[config.mk]
export PLATFORM = sky130hd
export DESIGN_NAME = uart_rx_oversampled
export DESIGN_NICKNAME = d
export VERILOG_FILES = /design/src/rtl/uart_rx_oversampled.sv
export SDC_FILE = /design/constraint.sdc
export NUM_CORES = 1
export LEC_CHECK = 0
export ABC_AREA = 1
export CORE_MARGIN = 2
export CORE_UTILIZATION = 30
export DETAILED_ROUTE_END_ITERATION = 16
export HOLD_SLACK_MARGIN = 0.02
export PLACE_DENSITY = 0.49
export SETUP_SLACK_MARGIN = 0.15
export SYNTH_ARGS = -nofsm -noshare
export SYNTH_HDL_FRONTEND = slang
export SYNTH_SLANG_ARGS = --single-unit
export TNS_END_PERCENT = 30
[constraint.sdc]
create_clock -name uart_clock_i -period 6.9 [get_ports uart_clock_i]
set_input_delay 0.69 -clock uart_clock_i [delete_from_list [all_inputs] [get_ports uart_clock_i]]
set_output_delay 0.69 -clock uart_clock_i [all_outputs]
set_load 0.005 [all_outputs]
[src/rtl/uart_rx_oversampled.sv]
// Majority-voting UART receiver: three samples per bit, false-start rejection,
// optional parity, and framing-error / break reporting into the RX FIFO path.
module uart_rx_oversampled #(
    parameter int unsigned C_PARITY  = 0,      // 0 none, 1 odd, 2 even; 3 is not a legal mode
    parameter logic [15:0] C_MIN_DIV = 16'd4
) (
    input  logic        uart_clock_i,
    input  logic        uart_reset_i,
    input  logic [15:0] bauddiv_i,
    input  logic        rx_en_i,
    input  logic        rx_i,
    output logic [7:0]  rx_byte_o,
    output logic        rx_o,
    output logic        rx_busy_o,
    output logic        frame_err_o,
    output logic        parity_err_o,
    output logic        break_o,
    output logic [2:0]  state_o
);

    // Handshake: rx_o is a valid-only strobe with no ready; rx_byte_o is valid in
    // the cycle rx_o is high and holds until the next good byte. No back-pressure.

    typedef enum logic [2:0] {
        S_IDLE   = 3'd0,
        S_START  = 3'd1,
        S_DATA   = 3'd2,
        S_PARITY = 3'd3,
        S_STOP   = 3'd4
    } state_t;

    localparam logic HAS_PAR = (C_PARITY != 32'd0);
    localparam logic ODD_PAR = (C_PARITY == 32'd1);

    state_t      state_q, state_d;
    logic        sync1_q, sync1_d;
    logic        rx_s_q, rx_s_d;
    logic        rx_p_q, rx_p_d;
    logic [15:0] cnt_q, cnt_d;
    logic [15:0] div_q, div_d;
    logic [15:0] half_q, half_d;
    logic [2:0]  bit_idx_q, bit_idx_d;
    logic [7:0]  shift_q, shift_d;
    logic [1:0]  votes_q, votes_d;
    logic        bit_val_q, bit_val_d;
    logic        par_bit_q, par_bit_d;
    logic        par_bad_q, par_bad_d;
    logic [7:0]  rx_byte_q, rx_byte_d;
    logic        rx_pulse_q, rx_pulse_d;
    logic        frame_err_q, frame_err_d;
    logic        parity_err_q, parity_err_d;
    logic        break_q, break_d;

    logic        start_cond;
    logic [15:0] div_eff;
    logic        bit_end;
    logic        at_vote;
    logic        vote_now;
    logic        stop_decide;
    logic        is_break;

    assign start_cond  = ~rx_s_q & rx_p_q;
    assign div_eff     = (bauddiv_i < C_MIN_DIV) ? C_MIN_DIV : bauddiv_i;
    assign bit_end     = (cnt_q == div_q - 16'd1);
    assign at_vote     = (cnt_q == half_q + 16'd1);
    // Third sample is taken live so the vote is ready on the h+1 cycle itself.
    assign vote_now    = (votes_q[1] & votes_q[0]) | (votes_q[1] & rx_s_q) | (votes_q[0] & rx_s_q);
    assign stop_decide = (state_q == S_STOP) && at_vote;
    assign is_break    = (shift_q == 8'h00) && (!HAS_PAR || !par_bit_q) && !vote_now;

    // Register process: every flop in the block.
    always_ff @(posedge uart_clock_i) begin
        if (uart_reset_i) begin
            state_q      <= S_IDLE;
            sync1_q      <= 1'b1;
            rx_s_q       <= 1'b1;
            rx_p_q       <= 1'b1;
            cnt_q        <= '0;
            div_q        <= C_MIN_DIV;
            half_q       <= C_MIN_DIV >> 1;
            bit_idx_q    <= '0;
            shift_q      <= '0;
            votes_q      <= '0;
            bit_val_q    <= 1'b0;
            par_bit_q    <= 1'b0;
            par_bad_q    <= 1'b0;
            rx_byte_q    <= '0;
            rx_pulse_q   <= 1'b0;
            frame_err_q  <= 1'b0;
            parity_err_q <= 1'b0;
            break_q      <= 1'b0;
        end else begin
            state_q      <= state_d;
            sync1_q      <= sync1_d;
            rx_s_q       <= rx_s_d;
            rx_p_q       <= rx_p_d;
            cnt_q        <= cnt_d;
            div_q        <= div_d;
            half_q       <= half_d;
            bit_idx_q    <= bit_idx_d;
            shift_q      <= shift_d;
            votes_q      <= votes_d;
            bit_val_q    <= bit_val_d;
            par_bit_q    <= par_bit_d;
            par_bad_q    <= par_bad_d;
            rx_byte_q    <= rx_byte_d;
            rx_pulse_q   <= rx_pulse_d;
            frame_err_q  <= frame_err_d;
            parity_err_q <= parity_err_d;
            break_q      <= break_d;
        end
    end

    // Next-state process.
    always_comb begin
        state_d = state_q;
        if (!rx_en_i) begin
            state_d = S_IDLE;
        end else begin
            unique case (state_q)
                S_IDLE:   if (start_cond) state_d = S_START;
                S_START:  if (bit_end) state_d = (at_vote ? vote_now : bit_val_q) ? S_IDLE : S_DATA;
                S_DATA:   if (bit_end && bit_idx_q == 3'd7) state_d = HAS_PAR ? S_PARITY : S_STOP;
                S_PARITY: if (bit_end) state_d = S_STOP;
                S_STOP:   if (at_vote) state_d = S_IDLE;
                default:  state_d = S_IDLE;
            endcase
        end
    end

    // Datapath: synchronizer, bit timing, voting, shift register and parity.
    always_comb begin
        sync1_d   = rx_i;
        rx_s_d    = sync1_q;
        rx_p_d    = rx_s_q;
        div_d     = div_q;
        half_d    = half_q;
        bit_idx_d = bit_idx_q;
        shift_d   = shift_q;
        votes_d   = votes_q;
        bit_val_d = at_vote ? vote_now : bit_val_q;
        par_bit_d = par_bit_q;
        par_bad_d = par_bad_q;

        if (state_d != state_q || state_q == S_IDLE || bit_end) begin
            cnt_d = '0;
        end else begin
            cnt_d = cnt_q + 16'd1;
        end

        if (cnt_q == half_q - 16'd1 || cnt_q == half_q) begin
            votes_d = {votes_q[0], rx_s_q};
        end

        // Divisor is frozen for the whole frame once the start edge is seen.
        if (state_q == S_IDLE && state_d == S_START) begin
            div_d  = div_eff;
            half_d = div_eff >> 1;
        end

        case (state_q)
            S_IDLE: begin
                shift_d   = '0;
                bit_idx_d = '0;
            end
            S_START: begin
                bit_idx_d = '0;
                par_bit_d = 1'b0;
                par_bad_d = 1'b0;
            end
            S_DATA: begin
                if (bit_end) begin
                    shift_d   = {bit_val_d, shift_q[7:1]};
                    bit_idx_d = bit_idx_q + 3'd1;
                end
            end
            S_PARITY: begin
                if (bit_end) begin
                    par_bit_d = bit_val_d;
                    par_bad_d = (^shift_q) ^ bit_val_d ^ ODD_PAR;
                end
            end
            default: ;
        endcase

        if (!rx_en_i) begin
            cnt_d     = '0;
            shift_d   = '0;
            bit_idx_d = '0;
        end
    end

    // Output process: one outcome per frame, chosen at the STOP decision point.
    always_comb begin
        rx_byte_d    = rx_byte_q;
        rx_pulse_d   = 1'b0;
        frame_err_d  = 1'b0;
        parity_err_d = 1'b0;
        break_d      = 1'b0;
        if (rx_en_i && stop_decide) begin
            if (is_break) begin
                break_d = 1'b1;
            end else if (!vote_now) begin
                frame_err_d = 1'b1;
            end else if (par_bad_q) begin
                parity_err_d = 1'b1;
            end else begin
                rx_pulse_d = 1'b1;
                rx_byte_d  = shift_q;
            end
        end
    end

    assign rx_byte_o    = rx_byte_q;
    assign rx_o         = rx_pulse_q;
    assign frame_err_o  = frame_err_q;
    assign parity_err_o = parity_err_q;
    assign break_o      = break_q;
    assign rx_busy_o    = (state_q != S_IDLE);
    assign state_o      = state_q;

endmodule

==> impl_metrics.toml, run 1 <==
[timing]
rsz0062_at_grt = "false"
fmax_ghz = 0.351
setup_viol = 0
min_period_ns = 2.85
worstMarginPinSlew_ns = 1.18
finalHoldViolCount = 0
fin_tns_setup_ns = 0
finalCritPeriodShare_pct = 41.2
relSlewSlack_pct = 21.0
fin_skew_ns = 0.00696
drv_slew = 0

[setup_path]
r2r_end = "div_q[0]$_SDFFE_PP0P_"
r2r_slack_ns = 4.05
cp_slowest_cell = "dfxtp_1"
worstPathRequired_ns = 7.12
crit_path_end_kind = "flop"
critical_path.top_delay_family = "simple AND/OR/NAND/NOR gates"
path_class = "flop to flop"
crit_chain = "inv_1, ha_1, inv_1, nor2_2, nand3_2, inv_2, nand3_1, nand2_1, nand2_1, nor2_2, nand2_2, nor2_4, o21ai_2, nand3_2, inv_2, o21ai_0, nor2_1"
crit_buf_inv = 4
r2r_cells = 17
critPathArrivalTime_ns = 3.07
crit_path_max_fanout = 24
crit-reg2reg-launch = "div_q[2]$_SDFFE_PP1P_"
start_kind = "flop"
max_stage_delay_ns = 0.36

[worst_hold_path]
hold_path.class = "flop to flop"
hold-path-endpoint = "rx_p_d$_SDFF_PP1_"
hp-start = "rx_s_d$_SDFF_PP1_"
hold-path-cell-count = 1

[synth]
synthesis.instances = 691
syn_area_per_cell_sq_um = 6.51
synthTopCellsByArea = "dfxtp_1 29%, nand2_1 13%, inv_1 7.8%"
netlist_area_sq_um = 4500
yosysUniqueCellTypes = 37
netlist_top_cells_count = "155 x nand2_1, 93 x inv_1, 77 x nor2_1, 65 x dfxtp_1, 47 x nand3_1"
synth_flop_cell = "dfxtp_1"
synthArstFlopShare_pct = 0
synth_most_common_cell = "nand2_1"
yosysTopAreaCellShare_pct = 28.9
synth_top_area_cell = "dfxtp_1"
yosysWarnings = 0
synth_edf_count = 0
ys_ff_latch = 65
syn-num-nets = 721
ys_seq_area_share_pct = 28.9

[drt]
drtIter0Drc = 240
via_count = 4214
wl_per_cell_um = 13.7
remaining_drc_errors = 0
via_per_inst = 4.69
ant_nets = 0
wl_um = 12300
drt_pass1_iterations = 5

[global_route]
grt_max_degree = 30
grt_usage_pct = 15.8
antenna_found_initial = 0
grt_pass1_vias = 4187
grt-ovfl-total = 0
grt_pass1_wl_um = 20400

[floorplanning]
io-pin-count = 36
initial_core_util_pct = 30.9
dieArea_sq_um = 16000
die_x_um = 127
die_h_um = 127
row_count = 44
core_sq_um = 14600

[layout]
antenna_cells = 0
finish.instance_area_sq_um = 5250
nets = 740
drive_gt1_share_pct = 8.26
final_cells = 898
areaGrowthSynthToFinish_pct = 16.6

[placement]
hpwlAfterDp_um = 9910
placed_area_sq_um = 4940
place_inst = 883
gp_congestion = 0.851
io_buffer_count = 35

[clocking]
cts_setup_buffers = 0
h-tree-depth = 3
cts.reportedPaths.clkPinSlew_ns = 0.05
cts_buffer_depth = 2
cts_tree = "done"
cts_sinks = 65
cts_buffers = 9
hold_buffers = 0
cts_resized = 0
root_buffer = "clkbuf_16"
clk_latency_ns = 0.33

[outcome]
status = "finished clean"

[power_and_ir_drop]
worst_ir_drop_vdd_v = 0.000124
power.density_nw_per_um2 = 185
power.leakage_nw = 2.18

[job]
drv_cap = 0
==> registers in the layout (all words and copies together) (netlist names), 2 cells and up <==
name       cells
div_q         16
state_o        3
votes_q        2
shift_q        8
rx_byte_o      8
cnt_q         16
bit_idx_q      3
==> cell type report <==
class / count / area, sq um
timing repair buffer: 36 / 358
clock buffer: 11 / 233
multi-input combinational: 500 / 2680
sequential: 65 / 1300
clock inverter: 4 / 77.6
tap: 184 / 230
fill: 1570 / 9340
inverter: 98 / 368
==> metal layers <==
layer  vias up  global-route usage (%)  part of all wire (%)
met1      1919                    21.4                    50
met5         -                       0                     0
met3        10                    2.57                   3.2
met2        65                    25.6                    45
met4         0                    5.30                   1.2
li1       2220                       -                     -
==> logic make-up after synthesis <==
family                     share of synthesized area, %
buffers and inverters                              11.5
DFF                                                28.9
AOI/OAI and AO/OA                                  9.70
adders and majority gates                          3.00
xor gates and xnor gates                           11.3
and+or+nand+nor                                    35.6
==> placed cells by master (no fill, tap or decap), types with 10 or more instances in the layout <==
cell type / Yosys / layout
xnor2_1: 21 / 21
nand3_1: 47 / 47
o21ai_0: 23 / 23
nor2_1: 77 / 77
nand4_1: 11 / 11
nor3_1: 11 / 11
dfxtp_1: 65 / 65
inv_1: 93 / 93
a211oi_1: 14 / 14
ha_1: 10 / 10
xor2_1: 37 / 37
clkdlybuf4s50_1: 0 / 35
a21oi_1: 37 / 37
nand2_1: 155 / 155
nor2_2: 23 / 23
==> through the flow <==
step	utilization, %	setup slack [ns]	power (W)	hold slack [ns]
after detailed placement	33.9	4.08	0.000502	0.396
after global routing	36.0	3.73	0.00101	0.419
final	36.0	4.05	0.000971	0.408
after floorplan	-	4.57	0.000469	0.389
after CTS	36.0	4.06	0.000984	0.409
after global placement	33.9	4.12	0.000502	0.398
==> report_power, final <==
group / internal, W / switching, W
sequential: 0.000381 / 0.00000961
clock: 0.000316 / 0.000161
combinational: 0.0000412 / 0.0000630
total: 0.000738 / 0.000233
==> how the worst max path moves through the flow <==
stage                               start                     to  cells after the start
floorplan           div_q[2]$_SDFFE_PP1P_    cnt_q[7]$_SDFF_PP0_                     20
global placement    div_q[0]$_SDFFE_PP0P_  div_q[0]$_SDFFE_PP0P_                     16
detailed placement  div_q[2]$_SDFFE_PP1P_  div_q[0]$_SDFFE_PP0P_                     17
CTS                 div_q[2]$_SDFFE_PP1P_  div_q[0]$_SDFFE_PP0P_                     17
global route        div_q[2]$_SDFFE_PP1P_  div_q[0]$_SDFFE_PP0P_                     17
finish              div_q[2]$_SDFFE_PP1P_  div_q[0]$_SDFFE_PP0P_                     17
Note: power is estimated with default switching activity, not from simulation.
==> run 2, diff against run 1 <==
PLACE_DENSITY = 0.5   (was 0.49)
clock period = 2.6 ns   (was 6.9 ns; I/O delays follow)
==> run 2 against run 1 <==
  * Hold slack better by 0.0083 ns
  * Routed wire length is 8.8% higher
  * Global-route usage is 0.97 points higher
  * Non-clock buffer count is 33 higher
  * Sequential power grew to 2.7 times the previous value
  * First-iteration DRC count is 7.5% lower
  * Register-to-register slack worse by 3.8 ns
  * Sequential share of layout area is 2.1 points lower
  * Fmax is 20% higher
  * Core utilization is 4.2 points higher
  * Critical endpoint is now cnt_q[9]$_SDFF_PP0_
  * Largest power group unchanged
==> impl_metrics.toml, run 2 (synthesis results as in run 1) <==
[layout]
finish.instance_area_sq_um = 5860
nets = 774
area.sequential_sq_um = 1330
final_cell_mix = "146 x nand2_1, 86 x inv_1, 63 x nor2_1"
multi_input_area_sq_um = 2970
top_regs = "cnt_q x16, div_q x16"
fillers = 1518
areaGrowthSynthToFinish_pct = 30.2
antenna_cells = 0
layout_commonest_cell = "nand2_1"
drive_gt1_share_pct = 20.3

[global_route]
antenna_found_initial = 0
grt-ovfl-total = 0
grt_pass1_wl_um = 21700
grt_max_degree = 29
grt_pass1_vias = 4405
grt_usage_pct = 16.8

[drt]
dr.max_layer_used = "met4"
wl_per_cell_um = 14.3
dr_wl_met3_um = 531
wl_met1_um = 6450
via_count = 4522
ant_nets = 0
drtIter0Drc = 222
wl_um = 13400
via_per_inst = 4.85
dr_wl_met2_um = 6070
drt_pass1_iterations = 4
remaining_drc_errors = 0

[setup_path]
crit_path_max_fanout = 8
worstPathRequired_ns = 2.81
critPathArrivalTime_ns = 2.59
path_class = "flop to flop"
start_kind = "flop"
r2r_cells = 19
r2r_slack_ns = 0.23
crit_path_end_kind = "flop"

[clocking]
cts_tree = "done"
cts_sinks = 65
h-tree-depth = 3
cts_buffer_depth = 2
hold_buffers = 0
root_buffer = "clkbuf_16"
clk_latency_ns = 0.33
cts.reportedPaths.clkPinSlew_ns = 0.06
cts_buffers = 9

[outcome]
status = "finished clean"

[floorplanning]
initial_core_util_pct = 30.9
io-pin-count = 36
dieArea_sq_um = 16000
die_h_um = 127
core_sq_um = 14600
row_count = 44
die_x_um = 127

[worst_hold_path]
hold-path-cell-count = 1
hold_path.class = "flop to flop"

[placement]
gp_congestion = 0.909
io_buffer_count = 35
placed_area_sq_um = 5130
hpwlAfterDp_um = 10400

[power_and_ir_drop]
internal_power_w = 0.00199
power_frac_comb_pct = 12.7
seqPwrFrac_pct = 39.1
worst_ir_drop_vdd_v = 0.000496
power.density_nw_per_um2 = 452
pwr-share-clk_pct = 48.2
p_switching_w = 0.000659
power.leakage_nw = 2.42
power.share.switching_pct = 24.9

[timing]
drv_slew = 0
relSlewSlack_pct = 67.1
fin_skew_ns = 0.00824
setup_viol = 0
finalCritPeriodShare_pct = 91.2
finalHoldViolCount = 0
min_period_ns = 2.37
fmax_ghz = 0.422
rsz0062_at_grt = "true"
hold_ws_ns = 0.417
worstMarginPinSlew_ns = 0.489

[job]
drv_cap = 0
==> run 2: cell count changes in the layout (fill, tap and decap cells not counted), moves of 5 or more <==
cell     before  now
buf_4         1   28
buf_6         0    5
dfxtp_1      65   51
dfxtp_2       0    9
dfxtp_4       0    5
inv_1        93   86
nand2_1     155  146
nand2_2       5   11
nor2_1       77   63
nor2_4        2   15
==> run 2: worst paths after layout <==
check,endpoint,startpoint
max,cnt_q[9]$_SDFF_PP0_,div_q[1]$_SDFFE_PP0P_
min,rx_p_d$_SDFF_PP1_,rx_s_d$_SDFF_PP1_
max reg2reg,cnt_q[9]$_SDFF_PP0_,div_q[1]$_SDFFE_PP0P_
min reg2reg,rx_p_d$_SDFF_PP1_,rx_s_d$_SDFF_PP1_
==> run 2: worst max-delay path, cell delays in order, from the launching register on <==
cell and delay (ns):
dfxtp_4 0.36, inv_6 0.07, ha_4 0.16, inv_4 0.05
nor2_4 0.14, nand2_1 0.08, nand2_1 0.06, nand2_1 0.05
nor2_1 0.11, nand2_1 0.07, nor2_2 0.16, nand3_2 0.11
nor2_4 0.18, nand3_2 0.10, nand3_2 0.11, nand2_2 0.07
nand2_2 0.10, nand2_4 0.10, nand2_8 0.15, nor2_2 0.04
==> run 2: repair_timing <==
item	in CTS	in global routing
setup buffers	1	8
setup endpoints to repair	44	58
pin swaps	1	30
endpoints found under the hold margin	0	0
resized for setup	10	90
gates cloned	1	0
==> run 2: layer usage <==
metal	GRT usage, %	vias up
met5	0	-
met4	5.37	0
met3	2.02	24
met2	27.0	104
met1	23.4	2102
li1	-	2292
==> run 2: layout make-up <==
type                            instances  area share (%)
Clock buffer                           11            3.97
Clock inverter                          5            1.35
Inverter                               98            6.53
Multi-Input combinational cell        501            50.6
Sequential cell                        65            22.7
Tap cell                              184            3.93
Timing Repair Buffer                   69            10.9
==> run 2: power groups by stage <==
stage | Combinational [W] | Clock (W) | Sequential (W)
floorplan | 0.000206 | 0 | 0.00104
global placement | 0.000292 | 0 | 0.00105
detailed placement | 0.000293 | 0 | 0.00105
CTS | 0.000298 | 0.00130 | 0.00103
global route | 0.000372 | 0.00134 | 0.00104
finish | 0.000335 | 0.00128 | 0.00104
==> run 2: metrics by stage <==
step	worst slack (ns)	util (%)	total power, W	std cells	TNS [ns]
after floorplan	0.274	-	0.00125	691	0
after global placement	-0.00835	35.2	0.00135	907	-0.0274
after detailed placement	-0.0459	35.2	0.00135	907	-0.362
after CTS	0.162	37.7	0.00263	925	0
after global routing	0.0514	40.2	0.00275	933	0
final	0.229	40.2	0.00265	933	0
==> run 3, diff against run 2 <==
==> constraint.sdc (replaced) <==
create_clock -name uart_clock_i -period 2.6 [get_ports uart_clock_i]
set_input_delay 0.26 -clock uart_clock_i [delete_from_list [all_inputs] [get_ports uart_clock_i]]
set_output_delay 0.26 -clock uart_clock_i [all_outputs]
set_load 0.05 [all_outputs]
==> results of run 3 <==
The final DEF is identical to that of run 2. Status: finished clean.
